$ cat config.mk
export PLATFORM = sky130hd
export DESIGN_NAME = mem_access_stage
export DESIGN_NICKNAME = d
export VERILOG_FILES = /design/src/rtl/mips_pipe_pkg.sv /design/src/rtl/mem_access_stage.sv
export SDC_FILE = /design/constraint.sdc
export NUM_CORES = 1
export LEC_CHECK = 0
export ABC_AREA = 1
export ABC_CLOCK_PERIOD_IN_PS = 2000
export BUFFER_PORTS_ARGS = -buffer_cell sky130_fd_sc_hd__buf_2
export CORE_UTILIZATION = 49
export DETAILED_ROUTE_END_ITERATION = 12
export GPL_TIMING_DRIVEN = 0
export PLACE_DENSITY = 0.8
export SLEW_MARGIN = 20
export SYNTH_ARGS = -nofsm -noshare
export SYNTH_HDL_FRONTEND = slang
export SYNTH_SLANG_ARGS = --single-unit
$ cat constraint.sdc
create_clock -name CLOCK -period 2 [get_ports CLOCK]
set_input_delay 0.3 -clock CLOCK [delete_from_list [all_inputs] [get_ports CLOCK]]
set_output_delay 0.3 -clock CLOCK [all_outputs]
set_load 0.02 [all_outputs]
$ cat src/rtl/mips_pipe_pkg.sv
// Shared MIPS pipeline definitions: MEM-stage FSM states and the EX/MEM serial bundle layout.
package mips_pipe_pkg;

    typedef enum logic [0:0] {
        IDLE = 1'b0,
        REQ  = 1'b1
    } mem_state_e;

    localparam int SERIAL_W         = 65;
    localparam int SER_MEMWRITE_BIT = 64;
    localparam int SER_ADDR_MSB     = 63;
    localparam int SER_ADDR_LSB     = 32;
    localparam int SER_DATA_MSB     = 31;
    localparam int REG_ADDR_W       = 5;

    function automatic logic is_word_aligned(input logic [31:0] addr);
        return (addr[1:0] == 2'b00);
    endfunction

endpackage

$ cat src/rtl/mem_access_stage.sv
// MEM stage: word loads/stores over a req/ack port, stalls while an access is outstanding,
// drives MEM/WB. Latency 1 for ALU ops, >=2 for memory ops; a silent memory aborts after TIMEOUT_CYCLES.
module mem_access_stage
    import mips_pipe_pkg::*;
#(
    parameter int TIMEOUT_CYCLES = 16,
    parameter int CNT_W          = 5
) (
    input  logic                  CLOCK,
    input  logic                  RESET_N,
    input  logic [SERIAL_W-1:0]   EDIT_SERIAL,
    input  logic [31:0]           ALUOutM,
    input  logic [REG_ADDR_W-1:0] wb_addrM,
    input  logic                  RegWriteM,
    input  logic                  MemtoRegM,
    input  logic                  ENABLE_MEM,
    output logic                  dmem_req,
    output logic                  dmem_we,
    output logic [31:0]           dmem_addr,
    output logic [31:0]           dmem_wdata,
    input  logic                  dmem_ack,
    input  logic [31:0]           dmem_rdata,
    output logic                  STALL_MEM,
    output logic [31:0]           ReadDataW,
    output logic [31:0]           ALUOutW,
    output logic [REG_ADDR_W-1:0] wb_addrW,
    output logic                  RegWriteW,
    output logic                  MemtoRegW,
    output logic                  ENABLE_WB,
    output logic                  MISALIGN_ERR,
    output logic                  BUS_ERR
);

    mem_state_e            r_state;
    logic [CNT_W-1:0]      r_cnt;

    logic                  r_req;
    logic                  r_we;
    logic [31:0]           r_addr;
    logic [31:0]           r_wdata;

    logic [31:0]           r_read_data;
    logic [31:0]           r_alu_out;
    logic [REG_ADDR_W-1:0] r_wb_addr;
    logic                  r_reg_write;
    logic                  r_mem_to_reg;
    logic                  r_enable_wb;
    logic                  r_misalign_err;
    logic                  r_bus_err;

    // Instruction context captured on entering REQ; retire uses these, not the live inputs.
    logic [31:0]           r_hold_alu;
    logic [REG_ADDR_W-1:0] r_hold_wb_addr;
    logic                  r_hold_reg_write;
    logic                  r_hold_mem_to_reg;

    logic                  w_mem_write;
    logic [31:0]           w_addr;
    logic [31:0]           w_wdata;
    logic                  w_need;
    logic                  w_aligned;
    logic                  w_timeout;

    assign w_mem_write = EDIT_SERIAL[SER_MEMWRITE_BIT];
    assign w_addr      = EDIT_SERIAL[SER_ADDR_MSB:SER_ADDR_LSB];
    assign w_wdata     = EDIT_SERIAL[SER_DATA_MSB:0];
    assign w_need      = ENABLE_MEM & (w_mem_write | MemtoRegM);
    assign w_aligned   = is_word_aligned(w_addr);
    assign w_timeout   = (r_cnt == CNT_W'(TIMEOUT_CYCLES - 1));

    // The abort cycle releases the stall so upstream advances together with the bubble.
    assign STALL_MEM = ((r_state == IDLE) & w_need & w_aligned)
                     | ((r_state == REQ) & ~dmem_ack & ~w_timeout);

    always_ff @(posedge CLOCK) begin
        if (!RESET_N) begin
            r_state           <= IDLE;
            r_cnt             <= '0;
            r_req             <= 1'b0;
            r_we              <= 1'b0;
            r_addr            <= '0;
            r_wdata           <= '0;
            r_read_data       <= '0;
            r_alu_out         <= '0;
            r_wb_addr         <= '0;
            r_reg_write       <= 1'b0;
            r_mem_to_reg      <= 1'b0;
            r_enable_wb       <= 1'b0;
            r_misalign_err    <= 1'b0;
            r_bus_err         <= 1'b0;
            r_hold_alu        <= '0;
            r_hold_wb_addr    <= '0;
            r_hold_reg_write  <= 1'b0;
            r_hold_mem_to_reg <= 1'b0;
        end else begin
            case (r_state)
                IDLE: begin
                    if (!ENABLE_MEM) begin
                        r_enable_wb <= 1'b0;
                        r_reg_write <= 1'b0;
                    end else if (!w_need) begin
                        r_alu_out    <= ALUOutM;
                        r_wb_addr    <= wb_addrM;
                        r_reg_write  <= RegWriteM;
                        r_mem_to_reg <= MemtoRegM;
                        r_enable_wb  <= 1'b1;
                    end else if (!w_aligned) begin
                        r_enable_wb    <= 1'b0;
                        r_reg_write    <= 1'b0;
                        r_misalign_err <= 1'b1;
                    end else begin
                        r_req             <= 1'b1;
                        r_we              <= w_mem_write;
                        r_addr            <= w_addr;
                        r_wdata           <= w_wdata;
                        r_cnt             <= '0;
                        r_enable_wb       <= 1'b0;
                        r_hold_alu        <= ALUOutM;
                        r_hold_wb_addr    <= wb_addrM;
                        r_hold_reg_write  <= RegWriteM;
                        // A store wins over MemtoReg, so WB must never select memory data for it.
                        r_hold_mem_to_reg <= MemtoRegM & ~w_mem_write;
                        r_state           <= REQ;
                    end
                end

                REQ: begin
                    if (dmem_ack) begin
                        r_alu_out    <= r_hold_alu;
                        r_wb_addr    <= r_hold_wb_addr;
                        r_reg_write  <= r_hold_reg_write;
                        r_mem_to_reg <= r_hold_mem_to_reg;
                        r_enable_wb  <= 1'b1;
                        if (!r_we) begin
                            r_read_data <= dmem_rdata;
                        end
                        r_req   <= 1'b0;
                        r_state <= IDLE;
                    end else if (w_timeout) begin
                        r_req       <= 1'b0;
                        r_bus_err   <= 1'b1;
                        r_enable_wb <= 1'b0;
                        r_reg_write <= 1'b0;
                        r_state     <= IDLE;
                    end else begin
                        r_cnt <= r_cnt + 1'b1;
                    end
                end

                default: r_state <= IDLE;
            endcase
        end
    end

    assign dmem_req     = r_req;
    assign dmem_we      = r_we;
    assign dmem_addr    = r_addr;
    assign dmem_wdata   = r_wdata;
    assign ReadDataW    = r_read_data;
    assign ALUOutW      = r_alu_out;
    assign wb_addrW     = r_wb_addr;
    assign RegWriteW    = r_reg_write;
    assign MemtoRegW    = r_mem_to_reg;
    assign ENABLE_WB    = r_enable_wb;
    assign MISALIGN_ERR = r_misalign_err;
    assign BUS_ERR      = r_bus_err;

endmodule

---- Word-level counts from Yosys, hierarchy flattened ----
Cells that the tools add are included.
cells by class
  bitwise logic cells ..................... 14
  multipliers ............................. 0
  div/mod/pow operators ................... 0
  add/subtract/negate cells ............... 1
  reduce and logical (&&, ||, !) cells .... 9
  muxes and demuxes ....................... 39
  shifts and indexed selects .............. 0
  order comparisons ....................... 0
  eq/ne operators ......................... 10
operator list
  cell                 number
  $mux 32              3
  $pmux 32 s2          1
  $mux 5               8
  $mux 1               20
  $pmux 5 s2           2
  $ne 2x2->1 const B   7
  $reduce_and 4->1     3
  $pmux 1 s2           5
  $reduce_and 3->1     3
  $and 1x1->1          6
  $not 1->1            6
  $add 5x1->5 const B  1
  $eq 5x4->1 const B   1
  $reduce_and 5->1     1
  $ne 4x4->1 const B   1
  $ne 3x2->1 const B   1
  $logic_not 2->1      1
  $or 1x1->1           2
  $reduce_and 2->1     1
word-level totals
  flip-flop bits (word level) ............. 185
  bits in latches ......................... 0
  ROM bits ................................ 0
  output and inout port bits .............. 141
  memories ................................ 0
  input port bits ......................... 140
  logic and storage cells ................. 91
  memory bits (writable) .................. 0

---- Longest topological paths before layout ----
  word-level depth ........................ 5
  mapped depth ............................ 11
  depth with buffers taken out ............ 11

---- Worst setup path after synthesis ----
Ideal clock, no wire load.
  path type ............................... register -> output
  start point ............................. reg r_cnt[0]
  end point ............................... out STALL_MEM
  data arrival time ....................... 1.227 ns
  stages on the path, launching flop included .. 8
  path buffers ............................ 0
  data required time ...................... 1.700 ns
  path slack .............................. 0.473 ns
  cell sequence ........................... dfxtp_1 > ha_1 > nand2_1 > nor2_1 > ha_1 > nor2_1 > nand2_1 > nand2_4
between the ends
  word-level cells in the longest chain between the ends .. 4
RTL lines
  item                      RTL line                 source
  start: declaration        mem_access_stage.sv:35   logic [CNT_W-1:0] r_cnt;
  start signal: assignment  mem_access_stage.sv:146  r_cnt <= r_cnt + 1'b1;
  $eq 5x4->1                mem_access_stage.sv:69   assign w_timeout = (r_cnt == CNT_W'(TIMEOUT_CYCLES - 1));
  $not 1->1                 mem_access_stage.sv:73   | ((r_state == REQ) & ~dmem_ack & ~w_timeout);
  $and 1x1->1               mem_access_stage.sv:73
  $or 1x1->1                mem_access_stage.sv:73
  end: declaration          mem_access_stage.sv:23   output logic STALL_MEM,
No other way between the ends.

---- Worst setup path in the final report ----
  start point ............................. reg r_cnt[1]
  end point ............................... out STALL_MEM
Same word-level chain as after synthesis.

==> metrics <==
Critical Path Source Type=flip-flop; vias=7,501; RR Endpoint=r_cnt[1]; initial antenna violation count=0; pre-CTS WS=0.196 ns; Worst Setup End Kind=primary output; total of flip-flops plus latches after synthesis=185; Final period util=0.971; PD cells=850 nW/um^2; Max-slew headroom=0.627; initial core utilization=0.509; grt total ovfl=0; commonest non-fill, non-tap cell in the layout=buf_2; Total Routed Length=21,200 um; hpwl dp=15,000 um; first-pass GRT wire length=32,700 um; CP endpoint=STALL_MEM; r2r startpoint=r_cnt[1]; GP Congestion=0.826; reg2reg setup slack=0.23 ns; Via density=5.14; die area=15,100 sq um; Bufs on Longest Clock Path=2; drt wl/cell=14.5 um; peak supply drop=0.955 mV; synthesized area per cell=7.46 sq um; Ports=281; Placed Instances=1,421; Period minus WS final=1.94 ns; CTS Sinks=185; syn_nets=1,103; Inserted Clock Buffers=17; Setup Viol. Count Final=0; # diodes=0; Max Slew Vio Count=0; max frequency=0.515 GHz; DRT antenna net count=0; Final Core Density=0.670; fin cells=1,459; layout cell share with drive strength beyond 1=0.292; reg2reg path depth=11; outcome=finished, final reports clean; area grow syn2layout=31.8%; CTS Root Cell=clkbuf_16; Worst EP required=1.70 ns; Clk network pwr share=0.403; Syn Inst Count=961; initial DRC count=452; vias in the first global route=6,726; internal power=0.00597 W; YS warnings=0; Switching Share=0.257; commonest cells after routing, fill and taps aside=buf_2 (304), nand2_1 (226), dfxtp_1 (183), nor2_1 (146), nand3_1 (113); CTS HTree Levels=4; Final #Nets=1,408; Hold Path Depth=3; number of max-cap violations=0; Hold Fails Final Rpt=0; synthesized area=7170 sq um; Clk Latency, worst-skew pair=0.42 ns; Core Rows=43; worst setup margin=0.0578 ns; Static Leak=4.53 nW; crit path from=r_cnt[1]; CORE AREA=14,100 sq um; CP arrival=1.64 ns; Die Y=123 um; DR pass1 iterations=5; switching pwr=0.00206 W; Clock Skew=0.00596 ns; clock slew at reported path FFs=0.06 ns; Crit Path Class=flip-flop to primary output; crit-path max FO=4; register area share after synthesis=0.516; CTS tree=yes; number of buffers added on ports=280; drc violations=0; worst hold path type=input pin to flip-flop; gr usage total=0.277; sequential share of power=0.482; Slew @ Worst Pin=0.559 ns; Comb power frac=0.115; pin count of the biggest net entering global routing=17; Min Hold Slack=0.0985 ns; Yosys cell types=22; Die X=123 um
==> cell type report <==
type                       instances  area, sq um
fill                            1249         4650
sequential                       185         3710
multi-input combinational        683         3020
timing repair buffer             286         1450
clock buffer                      22          474
buffer                            76          418
tap                              180          225
clock inverter                    10         92.6
inverter                          17         63.8
==> routing by layer <==
layer / part of all wire / global-route usage / up-vias / wire (um)
li1: - / - / 3739 / -
met1: 0.43 / 0.348 / 3460 / 9100
met2: 0.48 / 0.459 / 276 / 10300
met3: 0.068 / 0.0733 / 26 / 1450
met4: 0.018 / 0.0934 / 0 / 390
met5: 0 / 0 / - / 0
==> power by group through the flow <==
stage	Combinational [W]	Sequential [W]	Clock, W
after global routing	0.00102	0.00389	0.00340
after detailed placement	0.000908	0.00396	0
after global placement	0.000903	0.00395	0
after CTS	0.000919	0.00388	0.00326
final	0.000922	0.00388	0.00323
after floorplan	0.000392	0.00408	0
==> Yosys cell counts <==
cell type	number	share of area
nor2_1	147	0.077
inv_1	14	0.0073
nor3b_1	1	0.0010
nor2_2	1	0.00087
buf_4	12	0.013
nand2_2	1	0.00087
o21ai_0	66	0.046
o21ai_1	8	0.0056
ha_1	2	0.0035
nand2_4	1	0.0016
dfxtp_1	185	0.52
buf_2	25	0.017
nand4_1	1	0.00087
nand2_1	227	0.12
a21oi_1	112	0.078
nand3_1	113	0.079
nor3_2	1	0.0014
or2_0	1	0.00087
clkbuf_1	32	0.017
inv_2	3	0.0016
buf_6	7	0.011
nor2_4	1	0.0016
==> what timing repair did <==
| item | CTS | global route |
|---|---|---|
| pin swaps | 2 | 6 |
| hold buffers | 0 | 0 |
| resized for setup | 7 | 5 |
| buffers inserted | 2 | 4 |
| endpoints found under the setup margin | 1 | 1 |
==> worst min path at each step <==
stage,startpoint,to,slack (ns)
finish,dmem_rdata[1],ReadDataW[1],0.1
global route,dmem_rdata[19],ReadDataW[19],0.09
CTS,dmem_rdata[22],ReadDataW[22],0.08
detailed placement,r_hold_mem_to_reg,r_hold_mem_to_reg,0.43
global placement,r_hold_mem_to_reg,r_hold_mem_to_reg,0.43
floorplan,r_hold_mem_to_reg,r_hold_mem_to_reg,0.42
==> logic make-up after synthesis <==
kind of cell | synth area share
flip-flops | 0.516
AO/OA/AOI/OAI | 0.130
adder cells (fa/ha/maj) | 0.00349
buffers and inverters | 0.0666
AND/OR/NAND/NOR | 0.284
==> critical path: stages (launching register included) <==
cell and delay, ns:
dfxtp_4 0.37, ha_4 0.12, nand2_1 0.06, nor2_1 0.12, ha_2 0.21, nor2_4 0.04
nand2_2 0.09, nand2_4 0.07, buf_6 0.13
==> through the flow <==
step	setup TNS [ns]	area, sq um	power [W]
2_1_floorplan	0	7170	0.00448
3_3_place_gp	0	8800	0.00485
3_5_place_dp	0	8800	0.00486
4_1_cts	0	9400	0.00806
5_1_grt	-0.00492	9450	0.00831
6_report	0	9450	0.00803
Power figures use the tool's default switching activity.
